File: config.mk
export PLATFORM = sky130hd
export DESIGN_NAME = rob_commit_ctrl
export DESIGN_NICKNAME = d
export VERILOG_FILES = /design/src/rtl/rob_pkg.sv /design/src/rtl/rob_query_port.sv /design/src/rtl/rob_commit_ctrl.sv
export SDC_FILE = /design/constraint.sdc
export NUM_CORES = 2
export LEC_CHECK = 0
export CORE_ASPECT_RATIO = 1.75
export CORE_MARGIN = 8
export CORE_UTILIZATION = 60
export CTS_CLUSTER_SIZE = 25
export DETAILED_ROUTE_END_ITERATION = 12
export PLACE_DENSITY = 0.85
export SLEW_MARGIN = 20
export SYNTH_ARGS = -nofsm -noshare
export SYNTH_HDL_FRONTEND = slang
export SYNTH_SLANG_ARGS = --single-unit
export TNS_END_PERCENT = 1
File: constraint.sdc
create_clock -name clk_in -period 72.9 [get_ports clk_in]
set_input_delay 18.225 -clock clk_in [delete_from_list [all_inputs] [get_ports clk_in]]
set_output_delay 18.225 -clock clk_in [all_outputs]
set_load 0.05 [all_outputs]
File: src/rtl/rob_pkg.sv
// Shared constants, entry layout and pointer helper for the reorder buffer.
package rob_pkg;

    localparam int Q_WIDTH_DEF        = 5;
    localparam int REG_ADDR_WIDTH_DEF = 5;
    localparam int DEPTH              = 2**Q_WIDTH_DEF - 1;

    localparam logic [Q_WIDTH_DEF-1:0] TAG_NONE = '0;

    typedef struct packed {
        logic                          valid;
        logic                          ready;
        logic                          has_rd;
        logic [REG_ADDR_WIDTH_DEF-1:0] rd;
        logic [31:0]                   value;
    } rob_entry_t;

    // Tags run 1..DEPTH; tag 0 means "value ready" and is never allocated.
    function automatic logic [Q_WIDTH_DEF-1:0] ptr_inc(input logic [Q_WIDTH_DEF-1:0] p);
        return (p == Q_WIDTH_DEF'(DEPTH)) ? Q_WIDTH_DEF'(1) : p + Q_WIDTH_DEF'(1);
    endfunction

endpackage

File: src/rtl/rob_query_port.sv
// Operand lookup into the ROB by tag, with same-cycle forwarding from the CDB.
module rob_query_port #(
    parameter int Q_WIDTH = 5,
    parameter int DEPTH   = 31
) (
    input  logic [Q_WIDTH-1:0]    tag,
    input  logic [DEPTH:0]        valid_vec,
    input  logic [DEPTH:0]        ready_vec,
    input  logic [DEPTH:0][31:0]  value_vec,
    input  logic                  cdb_valid,
    input  logic [Q_WIDTH-1:0]    cdb_tag,
    input  logic [31:0]           cdb_value,
    output logic                  ready,
    output logic [31:0]           value
);

    logic fwd;

    assign fwd   = cdb_valid & (cdb_tag == tag) & (tag != '0);
    assign ready = fwd | ((tag != '0) & valid_vec[tag] & ready_vec[tag]);
    assign value = fwd ? cdb_value : value_vec[tag];

endmodule

File: src/rtl/rob_commit_ctrl.sv
// Reorder-buffer controller: tag allocation, CDB capture, in-order commit.
// Optional ROB_BYPASS_EN lets the head retire in the cycle its result is on the CDB.
module rob_commit_ctrl
    import rob_pkg::*;
#(
    parameter int REG_ADDR_WIDTH = REG_ADDR_WIDTH_DEF,
    parameter int Q_WIDTH        = Q_WIDTH_DEF
) (
    input  logic                      clk_in,
    input  logic                      rst_in,
    input  logic                      rdy_in,
    input  logic                      flush,
    input  logic                      issue_valid,
    input  logic                      issue_has_rd,
    input  logic [REG_ADDR_WIDTH-1:0] issue_rd,
    output logic                      issue_ready,
    output logic [Q_WIDTH-1:0]        issue_tag,
    input  logic                      cdb_valid,
    input  logic [Q_WIDTH-1:0]        cdb_tag,
    input  logic [31:0]               cdb_value,
    input  logic [Q_WIDTH-1:0]        query1_tag,
    input  logic [Q_WIDTH-1:0]        query2_tag,
    output logic                      query1_ready,
    output logic                      query2_ready,
    output logic [31:0]               query1_value,
    output logic [31:0]               query2_value,
    output logic                      rd_control,
    output logic [REG_ADDR_WIDTH-1:0] rd,
    output logic [Q_WIDTH-1:0]        Q_value,
    output logic                      has_commit,
    output logic [REG_ADDR_WIDTH-1:0] commit_target,
    output logic [Q_WIDTH-1:0]        Commit_Q,
    output logic [31:0]               Commit_V
);

    localparam logic [Q_WIDTH-1:0] FULL = Q_WIDTH'(DEPTH);

    // Entry 0 is never allocated; it stays zero so a tag-0 lookup reads "not pending".
    rob_entry_t rob_q [0:DEPTH];

    logic [Q_WIDTH-1:0] head, tail, count;
    logic               active, fire, cdb_hit, head_fwd, retire;
    rob_entry_t         head_e;

    logic [DEPTH:0]       valid_vec, ready_vec;
    logic [DEPTH:0][31:0] value_vec;

    assign active      = rdy_in & ~flush;
    assign issue_ready = active & (count != FULL);
    assign issue_tag   = tail;
    assign fire        = issue_valid & issue_ready;

    assign rd_control  = fire & issue_has_rd & (issue_rd != '0);
    assign rd          = rd_control ? issue_rd : '0;
    assign Q_value     = rd_control ? tail : '0;

    assign head_e  = rob_q[head];
    assign cdb_hit = cdb_valid & active & (cdb_tag != TAG_NONE) & rob_q[cdb_tag].valid;

`ifdef ROB_BYPASS_EN
    assign head_fwd = cdb_hit & (cdb_tag == head);
`else
    assign head_fwd = 1'b0;
`endif

    assign retire        = active & (count != '0) & head_e.valid & (head_e.ready | head_fwd);
    assign has_commit    = retire & head_e.has_rd & (head_e.rd != '0);
    assign commit_target = has_commit ? head_e.rd : '0;
    assign Commit_Q      = has_commit ? head : '0;
    assign Commit_V      = has_commit ? (head_e.ready ? head_e.value : cdb_value) : '0;

    always_comb begin
        valid_vec = '0;
        ready_vec = '0;
        value_vec = '0;
        for (int i = 0; i <= DEPTH; i++) begin
            valid_vec[i] = rob_q[i].valid;
            ready_vec[i] = rob_q[i].ready;
            value_vec[i] = rob_q[i].value;
        end
    end

    rob_query_port #(.Q_WIDTH(Q_WIDTH), .DEPTH(DEPTH)) u_query1 (
        .tag(query1_tag), .valid_vec(valid_vec), .ready_vec(ready_vec), .value_vec(value_vec),
        .cdb_valid(cdb_valid), .cdb_tag(cdb_tag), .cdb_value(cdb_value),
        .ready(query1_ready), .value(query1_value)
    );

    rob_query_port #(.Q_WIDTH(Q_WIDTH), .DEPTH(DEPTH)) u_query2 (
        .tag(query2_tag), .valid_vec(valid_vec), .ready_vec(ready_vec), .value_vec(value_vec),
        .cdb_valid(cdb_valid), .cdb_tag(cdb_tag), .cdb_value(cdb_value),
        .ready(query2_ready), .value(query2_value)
    );

    always_ff @(posedge clk_in or posedge rst_in) begin
        if (rst_in) begin
            head  <= Q_WIDTH'(1);
            tail  <= Q_WIDTH'(1);
            count <= '0;
            for (int i = 0; i <= DEPTH; i++) rob_q[i] <= '0;
        end else if (rdy_in) begin
            if (flush) begin
                head  <= Q_WIDTH'(1);
                tail  <= Q_WIDTH'(1);
                count <= '0;
                for (int i = 0; i <= DEPTH; i++) rob_q[i] <= '0;
            end else begin
                // Retire clears after capture so a bypassed head leaves no stale ready bit.
                if (cdb_hit) begin
                    rob_q[cdb_tag].ready <= 1'b1;
                    rob_q[cdb_tag].value <= cdb_value;
                end
                if (retire) begin
                    rob_q[head].valid <= 1'b0;
                    rob_q[head].ready <= 1'b0;
                    head              <= ptr_inc(head);
                end
                if (fire) begin
                    rob_q[tail] <= '{valid: 1'b1, ready: 1'b0, has_rd: issue_has_rd,
                                     rd: issue_rd, value: 32'h0};
                    tail        <= ptr_inc(tail);
                end
                case ({fire, retire})
                    2'b10:   count <= count + Q_WIDTH'(1);
                    2'b01:   count <= count - Q_WIDTH'(1);
                    default: count <= count;
                endcase
            end
        end
    end

endmodule

After elaboration in Yosys (flattened, before gate mapping)
Index checks and enable logic that the tools add are counted.
{ "classes": {"addsub": 4, "multipliers": 0, "div_mod_pow": 0, "n_lt_le_gt_ge": 8, "eq_ne": 7, "shift": 0, "mux": 57, "bitwise_logic": 27, "n_reduce_logical": 15} }
{ "ops": {"columns": ["cell", "n"], "rows": [
  ["$mux W1280", 8],
  ["$bwmux W1280", 5],
  ["$demux W40 S5", 5],
  ["$bmux W40 S5", 2],
  ["$bmux W32 S5", 2],
  ["$mux W40", 6],
  ["$mux W32", 7],
  ["$mux W39", 2],
  ["$mux W5", 11],
  ["$reduce_bool A5 Y1", 6],
  ["$and A1 B1 Y1", 21],
  ["$bmux W1 S5", 4],
  ["$ge A6 B6 Y1 const B", 3],
  ["$lt A6 B1 Y1 const B", 3],
  ["$not A5 Y6", 3],
  ["$add A5 B1 Y5 const B", 3],
  ["$lt A5 B6 Y1 const B", 2],
  ["$eq A5 B5 Y1", 2],
  ["$eq A5 B5 Y1 const B", 2],
  ["$pmux W5 S2", 1],
  ["$reduce_and A2 Y1", 3],
  ["$ne A5 B5 Y1 const B", 1],
  ["$sub A5 B1 Y5 const B", 1],
  ["$mux W1", 4],
  ["other kinds (7)", 11]
]} }
{ "word_totals": {"register_bits": 1295, "latchBits": 0, "mem_bits_rw": 0, "mem_bits_ro": 0, "input_bits": 59, "out_inout_bits": 126, "elab_cells": 281, "mem_count": 0} }

Longest topological paths before layout
{ "logic_depth": {"ltp_word": 18, "depth_mapped": 17, "depth_no_buf": 13} }

Modules after synthesis
From an unflattened synthesis, not the netlist that was laid out.
{ "unflattened": {"hier_cells": 5835, "hier_area_um2": 77162.8} }
{ "modules_own_cells": {"columns": ["mod", "n_inst", "cells_per_inst", "area_per_inst_um2", "seq_area_each_um2"], "rows": [
  ["rob_commit_ctrl", 1, 4329, 59070.4, 32408.6],
  ["rob_query_port", 2, 753, 9046.2, 0.0]
]} }

Worst setup path after synthesis
No wires, ideal clock.
{ "synth_timing": {"path_kind": "input port to output port", "startpoint": "input query2_tag[1]", "endpoint": "output query2_value[0]", "t_arrival_ns": 21.111, "required_ns": 54.675, "path_slack_ns": 33.564, "stages": 8, "n_path_buf": 4, "path_cell_list": "clkbuf_1 > buf_2 > buf_1 > clkbuf_1 > mux4_2 > mux4_2 > mux2i_1 > o21ai_0"} }
{ "synth_via": {"elab_chain_len": 4, "elab_cells_between_ends": 7, "cone_classes": "1 x eq/ne; 3 x mux; 2 x bitwise; 1 x reduce/logical"} }
{ "synth_lines": {"columns": ["element", "line", "text"], "rows": [
  ["from (decl)", "rob_commit_ctrl.sv:22", "input logic [Q_WIDTH-1:0] query2_tag,"],
  ["branches (longest 3 deep; another with $bmux W32 S5)", null, null],
  ["$mux W32 *", "rob_query_port.sv:21", "assign value = fwd ? cdb_value : value_vec[tag];"],
  ["to (decl)", "rob_commit_ctrl.sv:26", "output logic [31:0] query2_value,"]
]} }
Every way passes the cells marked *. The select of a mux whose other input is x is not followed.

Worst setup path after layout
{ "layout_timing": {"startpoint": "input query2_tag[1]", "endpoint": "output query2_value[20]"} }
The elaborated chain is that of the path after synthesis.

==> impl_results.md <==
* GRT Total Usage at 0.4317
* I/O pin count at 185
* Crit path DAT at between 20000 and 25000 ps
* Bufs on Longest Clock Path at 3
* Flop-to-flop setup slack at around 67000 ps
* Total gr overflow at 0
* Top delay family on crit path: buffers and inverters
* Clk Latency, worst-skew pair at 810 ps
* Post-CTS setup buffers at 0
* Port bufs at between 150 and 200
* # Max-Cap Violations at 0
* Sequential fraction of the synthesis area at 0.4263
* WP buf/inv at 4
* Post-synth ARST share at 1.000
* Root buf cell: clkbuf_16
* Largest net degree at the start of global routing at 176
* Worst path required time at about 55000 ps
* Tmin final at 41430 ps
* Hold Vio Cnt, Final at 0
* Total power at ~1.6 mW
* Worst-path clk slew at 60 ps
* Highest clock rate at 24.14 MHz
* PwrDens at between 15 and 20 nW/um^2
* Setup Crit Path Kind: input pin to output pin
* Syn Area/Cell at 13.69 sq um
* Psw at 0.4602 mW
* Tcrit/Tclk final at 0.5683
* Cells along the critical path: buf_8 > buf_12 > buf_4 > mux4_2 > mux4_2 > mux2i_1 > o21ai_0 > clkdlybuf4s50_1
* Synth area leaders: dfrtp_1 (43%), mux4_2 (29%), a22o_1 (11%)
* Layout cells sized above 1 at 0.2680
* Critical Path Slowest Stage Cell: buf_4
* Most frequent cell after synthesis: dfrtp_1
* Worst slack, placed at 31590 ps
* Clock sinks at 1295
* Worst slew margin at 0.1755
* Crit-path max FO at 112
* Vias/cell at between 9 and 10
* Post-route DRC at 0
* Status: finished, final reports clean
* Initial Util at 0.6014
* Final setup TNS at 0 ps
* Fillcell total at 8448
* Nets@finish at 5362
* Iter 0 DRT Violations at approximately 14k
* Yosys warns at 0
* Yosys reg bits at 1295
* FP Rows at 173
* Leak pwr at roughly 34 nW
* CTS Hold Bufs at 0
* H-tree lvl count at 3
* Post-synth net total at about 5.6k
* Final Instance Area at 82720 sq um
* Die area at 138800 sq um
* Peak supply drop at 0.00002118 V
* Post-synth top flop: dfrtp_1
* Layout area overhead at 8.810%
* Logic pwr share at 0.129
* Die height at 486.9 um
* Crit end category: output pin
* Routed vias at 64.43k
* CTS tree: built
* Finish-stage setup viols at 0
* GPL Wtd Cong at 1.011
* Wirelength per Cell at 43.07 um
* CTS Buf Count at ~110
* Final setup margin at approximately 31000 ps
* Antenna violations before repair at 29
* Unrepaired setup endpoints after global routing: false
* Placed Cells incl. Taps at 6835
* CTS resizes at 0
* CP Launch Type: input pin
* Cells after Synth at about 5.6k
* Sw frac at 0.2878
* Worst min-delay path category: flop to flop
* DP Area at 78730 sq um
* Core ar. at roughly 130000 sq um
* Post-synth top cells: dfrtp_1 (1293), a22o_1 (987), mux4_2 (964), clkbuf_1 (426), nand2_1 (223)
* Final core utilization at 0.6544
* Antenna viol nets, final at 0
* Dpl hpwl at 159.1 mm
* Post-Syn Area at 76020 sq um
* Final wirelength at 304.2 mm
* Netlist cell types at 70
* First-pass GRT wire length at approximately 440 mm
* Final Non-Filler Cells at 7062
* Max Clock Skew at 48.63 ps
* Slew @ Worst Pin at 1232 ps
* CP most frequent cell: mux4_2
* Clock power frac at 0.408
* Max Slew Vio Count at 0
* DRT Pass-1 Iters at 11
* Chip width at 285.1 um
* Pint at 1.139 mW
* Vias in the first global route at between 60k and 70k
* Hold_ws at 475.1 ps
* Synth top area share at 0.4256
* Max incr delay on CP at 950 ps
* Part of the power in registers at 0.463
* EDFF count, synth at 0
* Cell accounting for the most synthesized area: dfrtp_1
==> cell type report <==
| class | instances | area, sq um | area share |
|---|---|---|---|
| multi-input cells | 3490 | 40930 | 0.4948 |
| flip-flops and latches | 1295 | 32420 | 0.3919 |
| inverters | 41 | 162.7 | 0.001966 |
| well taps | 1662 | 2079 | 0.02514 |
| clock buffers | 148 | 3159 | 0.03819 |
| repair buffers | 350 | 3228 | 0.03903 |
| diodes | 23 | 57.56 | 0.0006958 |
| clock inverters | 53 | 689.4 | 0.008334 |
==> registers in the layout (all words and copies together) (netlist names) <==
signal and cells:
ready_vec 32, head 5, issue_tag 5, rob_q 1248
count 5
==> cell families (layout without fill, tap and decap cells) <==
group | Yosys count | in the layout | share of synthesized area
compound gates | 1703 | 1703 | 0.1809
xor+xnor | 10 | 10 | 0.001152
fa+ha+maj | 12 | 12 | 0.001975
buf+inv | 770 | 592 | 0.04202
flops | 1295 | 1295 | 0.4263
mux | 1140 | 1140 | 0.3088
other cells | 0 | 23 | 0
simple gates | 625 | 625 | 0.03889
==> metal layers <==
metal / GRT usage / vias up / wire (um) / part of all wire
met5: 0.01562 / - / 239 / 0.00079
met4: 0.3734 / 28 / 36030 / 0.12
met3: 0.2500 / 2702 / 59090 / 0.19
met2: 0.5790 / 8114 / 123700 / 0.41
met1: 0.4857 / 31323 / 85140 / 0.28
li1: - / 22260 / - / -
==> final timing paths <==
check	from	end	cells past startpoint
worst min-delay path	rob_q[553]$_DFFE_PP0P_	rob_q[553]$_DFFE_PP0P_	2
worst max-delay path	query2_tag[1]	query2_value[20]	8
worst max register to register	head[0]$_DFFE_PP1P_	count[4]$_DFFE_PP0P_	13
max in group asynchronous	rst_in	rob_q[635]$_DFFE_PP0P_	6
worst min register to register	rob_q[553]$_DFFE_PP0P_	rob_q[553]$_DFFE_PP0P_	2
min in group asynchronous	rst_in	rob_q[469]$_DFFE_PP0P_	2
==> power groups by stage <==
| stage | Combinational [mW] | Clock [mW] | Sequential [mW] |
|---|---|---|---|
| after floorplan | 0.129 | 0 | 0.748 |
| after detailed placement | 0.194 | 0 | 0.751 |
| after CTS | 0.194 | 0.645 | 0.738 |
| after global routing | 0.209 | 0.671 | 0.740 |
| after global placement | 0.190 | 0 | 0.751 |
| final | 0.207 | 0.652 | 0.740 |
==> cells in the final DEF (no fill, tap or decap), types with 97 or more instances in the layout <==
cell type,instances
mux4_2,964
mux2i_1,175
buf_4,155
dfrtp_1,1292
o21ai_0,163
a22o_1,987
clkbuf_16,113
o22ai_1,139
nand2_1,223
nor2_1,148
clkdlybuf4s50_1,165
a32o_1,97
==> tightest hold or removal path, delay by kind of cell, from the launching register on <==
kind	cells	cell delay [ps]
DFF	1	340
AOI/OAI and AO/OA	1	60
and+or+nand+nor	1	40
Power figures use the tool's default switching activity.
